==> config.mk <==
export PLATFORM = sky130hd
export DESIGN_NAME = xnor_popcount_stream
export DESIGN_NICKNAME = d
export VERILOG_FILES = /design/src/rtl/xnor_pop_pkg.sv /design/src/rtl/xnor_popcount_masked.sv /design/src/rtl/xnor_popcount_stream.sv
export SDC_FILE = /design/constraint.sdc
export NUM_CORES = 1
export LEC_CHECK = 0
export CORE_MARGIN = 8
export CORE_UTILIZATION = 44
export DETAILED_ROUTE_END_ITERATION = 10
export GPL_ROUTABILITY_DRIVEN = 0
export PLACE_DENSITY = 0.92
export SYNTH_ARGS = -nofsm -noshare
export SYNTH_HDL_FRONTEND = slang
export SYNTH_SLANG_ARGS = --single-unit
==> constraint.sdc <==
create_clock -name clk -period 5.51 [get_ports clk]
set_input_delay 1.102 -clock clk [delete_from_list [all_inputs] [get_ports clk]]
set_output_delay 1.102 -clock clk [all_outputs]
set_load 0.1 [all_outputs]
==> src/rtl/xnor_pop_pkg.sv <==
// Shared widths and helpers for the streaming XNOR-popcount neuron engine
// and the next-layer packer that consumes its results.
package xnor_pop_pkg;

  localparam int RES_SUM_W = 16;
  localparam int RES_CNT_W = 8;

  typedef struct packed {
    logic [RES_CNT_W-1:0] beats;
    logic                 sat;
    logic [RES_SUM_W-1:0] sum;
    logic                 hit;
  } result_t;

  // Popcount of N bits spans 0..N inclusive.
  function automatic int pop_w(input int n);
    return $clog2(n) + 1;
  endfunction

  // Returns {overflow, sum clamped to w bits of all-ones}.
  function automatic logic [64:0] sat_add(input logic [63:0] a, input logic [63:0] b,
                                          input int w);
    logic [64:0] s;
    logic [63:0] mx;
    mx = (64'd1 << w) - 64'd1;
    s  = {1'b0, a} + {1'b0, b};
    if (s > {1'b0, mx}) return {1'b1, mx};
    return {1'b0, s[63:0]};
  endfunction

endpackage

==> src/rtl/xnor_popcount_masked.sv <==
// Combinational masked XNOR popcount: 3-bit group counts reduced by a
// pairwise adder tree.
module xnor_popcount_masked
  import xnor_pop_pkg::*;
#(
  parameter int N = 128
) (
  input  logic [N-1:0]          i_x,
  input  logic [N-1:0]          i_w,
  input  logic [N-1:0]          i_mask,
  output logic [pop_w(N)-1:0]   o_pop
);

  localparam int PW = pop_w(N);
  localparam int NG = (N + 2) / 3;

  logic [3*NG-1:0] w_bits;
  logic [PW-1:0]   w_sum [NG];

  // Pad to a whole number of groups; pad bits are zero so they never count.
  assign w_bits = (3*NG)'(i_mask & ~(i_x ^ i_w));

  always_comb begin
    for (int g = 0; g < NG; g++)
      w_sum[g] = PW'({1'b0, w_bits[3*g]} + {1'b0, w_bits[3*g+1]} + {1'b0, w_bits[3*g+2]});
    for (int s = 1; s < NG; s = s * 2)
      for (int g = 0; g + s < NG; g = g + 2 * s)
        w_sum[g] = w_sum[g] + w_sum[g+s];
  end

  assign o_pop = w_sum[0];

endmodule

==> src/rtl/xnor_popcount_stream.sv <==
// Streaming binary neuron: per-beat masked XNOR popcount, saturating
// accumulation across beats, thresholded result with valid/ready.
module xnor_popcount_stream
  import xnor_pop_pkg::*;
#(
  parameter int N     = 128,
  parameter int SUM_W = RES_SUM_W,
  parameter int CNT_W = RES_CNT_W
) (
  input  logic             clk,
  input  logic             rstn,
  input  logic             in_valid,
  output logic             in_ready,
  input  logic [N-1:0]     in_x,
  input  logic [N-1:0]     in_w,
  input  logic [N-1:0]     in_mask,
  input  logic             in_last,
  input  logic [SUM_W-1:0] in_thr,
  output logic             out_valid,
  input  logic             out_ready,
  output logic             out_bit,
  output logic [SUM_W-1:0] out_sum,
  output logic             out_sat,
  output logic [CNT_W-1:0] out_beats
);

  localparam int PW = pop_w(N);

  logic             w_stall, w_take, w_s2_go, w_first, w_sat_acc;
  logic [PW-1:0]    w_pop;
  logic [64:0]      w_add;
  logic [SUM_W-1:0] w_acc_next;
  logic [CNT_W-1:0] w_beats_next;

  logic             r_s1_vld, r_s1_last;
  logic [PW-1:0]    r_s1_pop;
  logic [SUM_W-1:0] r_s1_thr;
  logic [SUM_W-1:0] r_acc;
  logic             r_sat, r_cont;
  logic [CNT_W-1:0] r_beats;

  xnor_popcount_masked #(.N(N)) u_pop (
    .i_x    (in_x),
    .i_w    (in_w),
    .i_mask (in_mask),
    .o_pop  (w_pop)
  );

  assign w_stall  = out_valid & ~out_ready;
  assign in_ready = ~rstn & ~w_stall;
  assign w_take   = in_valid & in_ready;
  assign w_s2_go  = r_s1_vld & ~w_stall;
  // r_cont is clear after reset and after a last beat, so the next beat starts fresh.
  assign w_first  = ~r_cont;

  assign w_add        = sat_add(64'(w_first ? {SUM_W{1'b0}} : r_acc), 64'(r_s1_pop), SUM_W);
  assign w_acc_next   = w_add[SUM_W-1:0];
  assign w_sat_acc    = w_add[64] | (~w_first & r_sat);
  assign w_beats_next = w_first ? CNT_W'(1) : r_beats + CNT_W'(1);

  always_ff @(posedge clk or posedge rstn) begin
    if (rstn) begin
      r_s1_vld  <= 1'b0;
      r_s1_last <= 1'b0;
      r_s1_pop  <= '0;
      r_s1_thr  <= '0;
    end else if (!w_stall) begin
      r_s1_vld <= w_take;
      if (w_take) begin
        r_s1_pop  <= w_pop;
        r_s1_last <= in_last;
        if (in_last) r_s1_thr <= in_thr;
      end
    end
  end

  always_ff @(posedge clk or posedge rstn) begin
    if (rstn) begin
      r_acc   <= '0;
      r_sat   <= 1'b0;
      r_beats <= '0;
      r_cont  <= 1'b0;
    end else if (w_s2_go) begin
      r_acc   <= w_acc_next;
      r_sat   <= w_sat_acc;
      r_beats <= w_beats_next;
      r_cont  <= ~r_s1_last;
    end
  end

  // A load in the same cycle as a consume keeps out_valid high with new data.
  always_ff @(posedge clk or posedge rstn) begin
    if (rstn) begin
      out_valid <= 1'b0;
      out_bit   <= 1'b0;
      out_sum   <= '0;
      out_sat   <= 1'b0;
      out_beats <= '0;
    end else if (w_s2_go && r_s1_last) begin
      out_valid <= 1'b1;
      out_bit   <= w_acc_next > r_s1_thr;
      out_sum   <= w_acc_next;
      out_sat   <= w_sat_acc;
      out_beats <= w_beats_next;
    end else if (out_ready) begin
      out_valid <= 1'b0;
    end
  end

endmodule

==> out/results.txt <==
CP max-delay cell: fa_2
Core Area: 22500 µm²
post-route minimum period: 7.778 ns
RR Startpoint: r_cont
arrival time worst endpoint: 7.97 ns
CP Capture Type: register
Wirelength per Cell: 21.17 µm
syn avg cell area: 9.259 µm²
Syn Nets: 1692
main flop type after synthesis: dfrtp_1
Slew Limit Fails: 0
max layer used: met4
metal2 WL: 20.38 mm
drt first pass iters: 5
CTS tree: built
EDFF count, synth: 0
Placed Instances: 1796
Hold Path Origin: out_beats[6]
FP Rows: 55
post-synthesis compound-gate area fraction: 7.130%
fillers: 1630
Commonest cells post-synth: inv_1 (202), xnor2_1 (138), and2_1 (119), fa_1 (115), nand2_1 (100)
clock root buffer: clkbuf_16
post-synthesis adder-cell area fraction: 33.91%
cell mode on critical path: fa_2
initial antenna violation count: 16
first-pass GRT wire length: 57.73 mm
register area: 1977 µm²
flops & latches, synth: 79
Starting Density: 44.60%
Synthesis Warnings: 0
pin count of the biggest net entering global routing: 80
final setup margin: -2.268 ns
top post-synthesis cells by area: fa_1 (23%), dfrtp_1 (20%), xnor2_1 (12%), ha_1 (11%), inv_1 (7.6%)
largest family of logic cells by synthesized area: adder cells
met1 wire length: 14.15 mm
CP Launch Type: primary input
max_slew headroom: 31.38%
Starting DRT DRC Count: 537
Critical Path Source: in_mask[105]
Die W: 167.0 µm
most common cell in the netlist: inv_1
post-synthesis sequential area ratio: 19.70%
DRC viols: 0
outcome: finished with violations
CP Class: primary input to register
total die area: 27900 µm²
routed via count: 9137
grt total ovfl: 0
FMAX: 0.1286 GHz
xor and xnor area share after synthesis: 12.74%
Worst Hold Class: register to register
WL final: 38.65 mm
clock buffer count from CTS: 9
layout cells sized above 1: 24.35%
Final Hold Viols: 0
WL met3: 2.206 mm
number of nets in the layout: 2133
RSZ-0062 raised after global routing: true
synth-to-layout area growth: 53.55%
Worst-Margin Slew: 1.026 ns
fraction of registers with async set/reset: 100.0%
clk slew on worst S/H paths: 0.06 ns
failing checks: setup timing
fin crit share: 141.2%
crit-path cells: clkdlybuf4s50_1 > and2_4 > ha_4 > inv_2 > fa_2 > fa_1 > inv_1 > fa_2 > fa_2 > fa_2 > fa_1 > fa_1 > inv_2 > fa_2 > fa_1 > fa_2 > inv_2 > fa_2 > a21o_1 > a21oi_2 > o21bai_1 > a21oi_1 > xor2_1 > o21ai_1
Yosys cell types: 56
Die Height: 167.0 µm
Synth Area in Simple Gates: 15.16%
multi-input logic area: 7989 µm²
routed vias/inst: 5.004
GRT Util Overall: 26.92%
clock skew: 0.005247 ns
number of global-route vias before repair: 10413
clk_lat worst skew: 0.33 ns
htree depth: 3
cell count after synthesis: 1084
post-route insts no fill: 1826
IO Count: 433
final setup vio count: 8
post-synth top area share: 22.94%
DP HPWL: 33.36 mm
CP Buf/Inv Count: 5
critical path required time: 5.70 ns
Top delay family on crit path: adder cells
mux cell area share after synthesis: 2.668%
Crit Path Max Fanout: 2
largest area contributor in the netlist: fa_1
Max stage delay on crit path: 0.56 ns
Final ANT Viol Nets: 0
Synth Cell Area: 10040 µm²
MaxCap Viol Count: 0
CTS sink cnt: 79
Longest Clk Path Bufs: 2
PortBufs: 432
-- routing by layer --
metal	up-vias	track usage, %
li1	4249	-
met1	4387	29.25
met5	-	0
met4	0	13.91
met3	93	5.106
met2	408	49.09
-- worst reg2reg max path, delay by kind of cell (launching register included) --
kind	cells	cell delay, ns
and+or+nand+nor	6	1.64
buffers and inverters	1	0.08
AOI/OAI and AO/OA	5	1.14
adders and majority gates	3	0.96
DFF	1	0.60
-- state kept, by name, indices dropped and copies added (netlist names) --
| register | flops |
|---|---|
| out_beats | 8 |
| out_bit | 1 |
| out_sat | 1 |
| out_sum | 16 |
| out_valid | 1 |
| r_acc | 16 |
| r_beats | 8 |
| r_cont | 1 |
| r_s1_last | 1 |
| r_s1_pop | 8 |
| r_s1_thr | 16 |
| r_s1_vld | 1 |
| r_sat | 1 |
-- worst paths after layout --
kind	end	slack (ns)	cells after the start
max	r_s1_pop[6]	-2.27	24
min	out_beats[6]	0.48	2
max reg2reg	out_bit	0.95	15
min reg2reg	out_beats[6]	0.48	2
max in group asynchronous	r_s1_thr[3]	3.41	3
min in group asynchronous	r_s1_thr[11]	1.48	3
-- cell type report --
cell class	count	share of cell area, %
clock inverter	1	0.1948
clock buffer	13	1.624
sequential	79	12.83
multi-input combinational	777	51.83
tap	285	2.314
inverter	208	5.066
antenna	13	0.2111
timing repair buffer	450	25.93
-- logic make-up after synthesis --
kind of cell / after synthesis
AOI/OAI and AO/OA: 116
xor gates and xnor gates: 146
adders and majority gates: 203
buffers and inverters: 228
DFF: 79
muxes: 24
and+or+nand+nor: 288
-- what timing repair did --
item | 4_1_cts | 5_1_grt
setup endpoints to repair | 8 | 8
setup buffers | 10 | 4
hold buffers | 0 | 0
pin swaps | 243 | 74
resized for setup | 748 | 76
-- placed cells by master, fill, tap and decap left out, types with 28 or more instances in the layout --
cell             count
and2_4              63
buf_2               59
fa_1               100
ha_4                28
dfrtp_1             79
dlygate4sd2_1      135
and2_1              56
inv_1              146
xnor2_1            112
inv_2               62
ha_1                48
clkdlybuf4s50_1    143
clkdlybuf4s15_1     50
nand2_1             97
-- stage by stage --
stage	instance area, µm²	hold WS (ns)	setup WS [ns]	util (%)	TNS [ns]
after floorplan	10090	0.4474	-2.108	-	-13.88
after global placement	14790	0.4595	-2.823	65.71	-20.16
after detailed placement	14790	0.4685	-3.007	65.71	-21.60
after CTS	15250	0.4829	-2.211	67.76	-15.40
after global routing	15410	0.5097	-2.406	68.49	-16.90
final	15410	0.4756	-2.268	68.49	-15.67
Power is left out: the tool's default activity adds up to more than one toggle a clock period on the data nets, which glitch-free logic cannot reach.
==> patch 1, RTL diff (same flow settings) <==
Set the package constant `RES_CNT_W` to 9 (it was 8).
--- a/src/rtl/xnor_pop_pkg.sv
+++ b/src/rtl/xnor_pop_pkg.sv
@@ -3,7 +3,7 @@
 package xnor_pop_pkg;
 
   localparam int RES_SUM_W = 16;
-  localparam int RES_CNT_W = 8;
+  localparam int RES_CNT_W = 9;
 
   typedef struct packed {
     logic [RES_CNT_W-1:0] beats;
Ports: changed (resized out_beats); port bits go from 433 to 434. No check against the original RTL was run, so the function may have changed too.
==> patch 1 against the unedited design <==
- the flow still finishes with violations (setup timing)
- hold slack gained 5.6 ps
- critical path depth unchanged
- sequential cell count rose by 2
- clock skew rose by 1.7 ps
- area after synthesis grew 0.93%
- routed wire length is 3.1% higher
- final area is 0.60% lower
- maximum frequency about the same
- first-iteration DRC count increased by 23%
- setup slack worse by 1.6 ps
- cell count rose by 0.27%
- largest cell class unchanged
- highest routed layer unchanged
Power is not shown: default switching activity piles up to over one toggle a cycle in this logic, so the estimate is an artifact.
==> patch 1: results (changes against the unedited design) <==
* DR WL met2 at 20.9 mm (was 20.4 mm)
* Metal1 wirelength at 14.7 mm (was 14.1 mm)
* Post-synth cell types at 50 (was 56)
* Global-route wire length before repair at 59.4 mm (was 57.7 mm)
* Sequential cell area share at 13.2% (was 12.8%)
* WL met3 at 2.38 mm (was 2.21 mm)
* Syn_nets at 1699 (was 1692)
* Setup TNS at -16430 ps (was -15670 ps)
* Clock buf/inv share at 1.85% (was 1.82%)
* Final setup fails at 8 (unchanged)
* Setup WS pre-CTS at -2950 ps (was -3010 ps)
* Total track usage at 27.6% (was 26.9%)
* Hold_sp: r_acc[6]$_DFFE_PP0P_ (was out_beats[6]$_DFFE_PP0P_)
* Commonest cells in the netlist: inv_1 (178), xnor2_1 (137), and2_1 (115), fa_1 (115), nand2_1 (94) (was inv_1 (202), xnor2_1 (138), and2_1 (119), fa_1 (115), nand2_1 (100))
* Failing checks: setup timing (unchanged)
* Routed WL per cell at 21.8 um (was 21.2 um)
* Final Cell Area at 15300 sq um (was 15400 sq um)
* Share of layout cells above drive strength 1 at 17.7% (was 24.3%)
* PortBufs at 433 (was 432)
* Post-synth top area share at 22.7% (was 22.9%)
* Vias in the first global route at 10511 (was 10413)
* Register-to-register setup slack at 1390 ps (was 950 ps)
* Final WS setup at -2270 ps (about the same)
* Hold Slack at 481 ps (was 476 ps)
* Slowest-stage cell, CP: fa_1 (was fa_2)
* Clock sink count at 81 (was 79)
* Initial antenna violation count at 13 (was 16)
* Initial DRC count at 660 (was 537)
* Logic inverters at 181 (was 208)
* Area taken by multi-input logic gates at 7960 sq um (was 7990 sq um)
* Multi-input combinational cell count at 806 (was 777)
* WHS Endpoint: r_acc[6]$_DFFE_PP0P_ (was out_beats[6]$_DFFE_PP0P_)
* Status: complete, but fails checks (unchanged)
* Vias at 9441 (was 9137)
* Layout Skew at 6.94 ps (was 5.25 ps)
* Inst Count DP at 1799 (was 1796)
* CP Launch Point: in_x[118] (was in_mask[105])
* Vias per cell at 5.16 (was 5.00)
-- patch 1: metal layers --
metal	GRT usage (%)	up-vias
met5	0	-
met4	13.0	0
met3	4.87	111
met2	49.9	414
met1	30.9	4569
li1	-	4347
-- patch 1: what timing repair did --
| action | CTS | global route |
|---|---|---|
| setup buffers | 2 | 2 |
| resized for setup | 533 | 69 |
| hold buffers | 0 | 0 |
| pin swaps | 207 | 70 |
| endpoints found under the setup margin | 8 | 8 |
-- patch 1: cells by family (layout without fill, tap and decap cells) --
kind of cell	after synthesis	after routing	synth area share (%)
muxes	27	27	2.91
DFF	81	81	20.0
and+or+nand+nor	302	302	15.4
buffers and inverters	204	646	7.63
xor gates and xnor gates	145	145	12.5
adders and majority gates	203	203	33.6
other	0	13	0
AOI/OAI and AO/OA	129	129	7.97
==> patch 2, RTL diff (same flow settings) <==
Without the edit above. Make the reset (`rstn`) synchronous in 3 clocked blocks.
--- a/src/rtl/xnor_popcount_stream.sv
+++ b/src/rtl/xnor_popcount_stream.sv
@@ -58,7 +58,7 @@
   assign w_sat_acc    = w_add[64] | (~w_first & r_sat);
   assign w_beats_next = w_first ? CNT_W'(1) : r_beats + CNT_W'(1);
 
-  always_ff @(posedge clk or posedge rstn) begin
+  always_ff @(posedge clk) begin
     if (rstn) begin
       r_s1_vld  <= 1'b0;
       r_s1_last <= 1'b0;
@@ -74,7 +74,7 @@
     end
   end
 
-  always_ff @(posedge clk or posedge rstn) begin
+  always_ff @(posedge clk) begin
     if (rstn) begin
       r_acc   <= '0;
       r_sat   <= 1'b0;
@@ -89,7 +89,7 @@
   end
 
   // A load in the same cycle as a consume keeps out_valid high with new data.
-  always_ff @(posedge clk or posedge rstn) begin
+  always_ff @(posedge clk) begin
     if (rstn) begin
       out_valid <= 1'b0;
       out_bit   <= 1'b0;
Check against the original RTL: differs if rstn is asserted again (counterexample within 4 cycles, from zero or initial values and one cycle with rstn high); with rstn held inactive, the same outputs for 4 cycles.
==> patch 2 against the unedited design <==
- the run still ends with setup timing left
- critical path type unchanged
- via count rose by 14%
- setup slack got worse by 4.0 ps
- area after synthesis rose by 0.66%
- sequential share of layout area fell by 2.6 points
- final area rose by 0.11%
- sequential cell count did not move
- highest routed layer is now met5
- routed wire length rose by 20%
Power is not shown: default switching activity piles up to over one toggle a cycle in this logic, so the estimate is an artifact.
==> patch 2: results (changes against the unedited design) <==
* Register-to-register setup slack at 1170 ps (was 950 ps)
* R2R Path Start: r_cont$_SDFFE_PP0P_ (was r_cont$_DFFE_PP0P_)
* Failing checks: setup timing (unchanged)
* Share of layout cells above drive strength 1 at 26.7% (was 24.3%)
* Final WS setup at -2270 ps (about the same)
* CP Launch Point: in_mask[26] (was in_mask[105])
* Final setup fails at 8 (unchanged)
* Commonest cells in the netlist: inv_1 (203), xnor2_1 (132), and2_1 (120), fa_1 (115), nand2_1 (99) (was inv_1 (202), xnor2_1 (138), and2_1 (119), fa_1 (115), nand2_1 (100))
* Setup WS pre-CTS at -2970 ps (was -3010 ps)
* Nets@finish at 2205 (was 2133)
* Vias in the first global route at 11223 (was 10413)
* Synth Instances at 1173 (was 1084)
* Inst Count DP at 1870 (was 1796)
* Worst reg-to-reg path cell count at 14 (was 15)
* DPL Wire Length at 37.8 mm (was 33.4 mm)
* Initial antenna violation count at 40 (was 16)
* Total track usage at 32.0% (was 26.9%)
* Crit path DAT at 8060 ps (was 7970 ps)
* Vias per cell at 5.46 (was 5.00)
* Global-route wire length before repair at 67.3 mm (was 57.7 mm)
* Async set-reset flop share out of synthesis at 0% (was 100%)
* Seq/Total Area, Yosys at 15.7% (was 19.7%)
* Status: complete, but fails checks (unchanged)
* Post-synth cell types at 66 (was 56)
* Pin count of the biggest net entering global routing at 89 (was 80)
* Placed Instance Area at 14700 sq um (was 14800 sq um)
* Synth area leaders: fa_1 (23%), dfxtp_1 (16%), xnor2_1 (11%) (was fa_1 (23%), dfrtp_1 (20%), xnor2_1 (12%))
* Syn_nets at 1781 (was 1692)
* Vias at 10371 (was 9137)
[patch 2: worst min path at each step]
stage | startpoint | endpoint | slack [ps]
6_report | out_beats[2]$_SDFFE_PP0P_ | out_beats[2]$_SDFFE_PP0P_ | 450
5_1_grt | r_s1_thr[8]$_SDFFE_PP0P_ | r_s1_thr[8]$_SDFFE_PP0P_ | 480
4_1_cts | out_beats[2]$_SDFFE_PP0P_ | out_beats[2]$_SDFFE_PP0P_ | 450
3_5_place_dp | out_beats[2]$_SDFFE_PP0P_ | out_beats[2]$_SDFFE_PP0P_ | 450
3_3_place_gp | out_beats[2]$_SDFFE_PP0P_ | out_beats[2]$_SDFFE_PP0P_ | 440
2_1_floorplan | r_s1_thr[10]$_SDFFE_PP0P_ | r_s1_thr[10]$_SDFFE_PP0P_ | 440
[patch 2: routing by layer]
| layer | vias to the layer above | track usage [%] | wire length [um] |
|---|---|---|---|
| met1 | 4902 | 33.4 | 15600 |
| li1 | 4611 | - | - |
| met2 | 630 | 52.2 | 21300 |
| met5 | - | 0 | 312 |
| met3 | 178 | 19.9 | 7430 |
| met4 | 50 | 11.2 | 1760 |
[patch 2: what timing repair did]
item / 4_1_cts / 5_1_grt
hold endpoints to repair: 0 / 0
hold buffers: 0 / 0
pin swaps: 224 / 140
resized for setup: 795 / 175
buffers inserted: 2 / 1
setup endpoints to repair: 8 / 8
[patch 2: per-stage QoR]
step | hold WS [ps] | TNS, ps | util, %
2_1_floorplan | 436 | -14130 | -
4_1_cts | 454 | -15420 | 68.0
3_5_place_dp | 446 | -21310 | 65.2
3_3_place_gp | 442 | -20360 | 65.2
5_1_grt | 476 | -17500 | 68.3
6_report | 451 | -15920 | 68.4
[patch 2: cells by family after synthesis]
logic type / synth area share (%)
XOR/XNOR: 12.0
multiplexers: 0.409
flip-flops: 15.7
AND/OR/NAND/NOR: 17.9
adder cells (fa/ha/maj): 33.7
AO/OA/AOI/OAI: 11.0
buffers and inverters: 9.40
[patch 2: layout make-up]
class,count,area (sq um)
Multi-Input combinational cell,854,8590
Fill cell,1638,7140
Timing Repair Buffer,449,3780
Sequential cell,79,1580
Inverter,204,771
Tap cell,285,357
Clock buffer,10,239
Clock inverter,5,81.3
Antenna cell,13,32.5
[patch 2: critical path, cell delays in order]
cell and delay (ps):
clkdlybuf4s50_1 420, and2_4 170, fa_1 600, fa_1 450
fa_1 530, inv_2 50, fa_1 590, inv_1 70
fa_1 480, fa_1 530, fa_1 530, inv_2 50
fa_1 500, fa_1 440, fa_2 410, inv_2 80
fa_2 210, a21oi_2 60, o21ai_2 140, a21oi_2 80
or4b_4 490, nand3_2 90
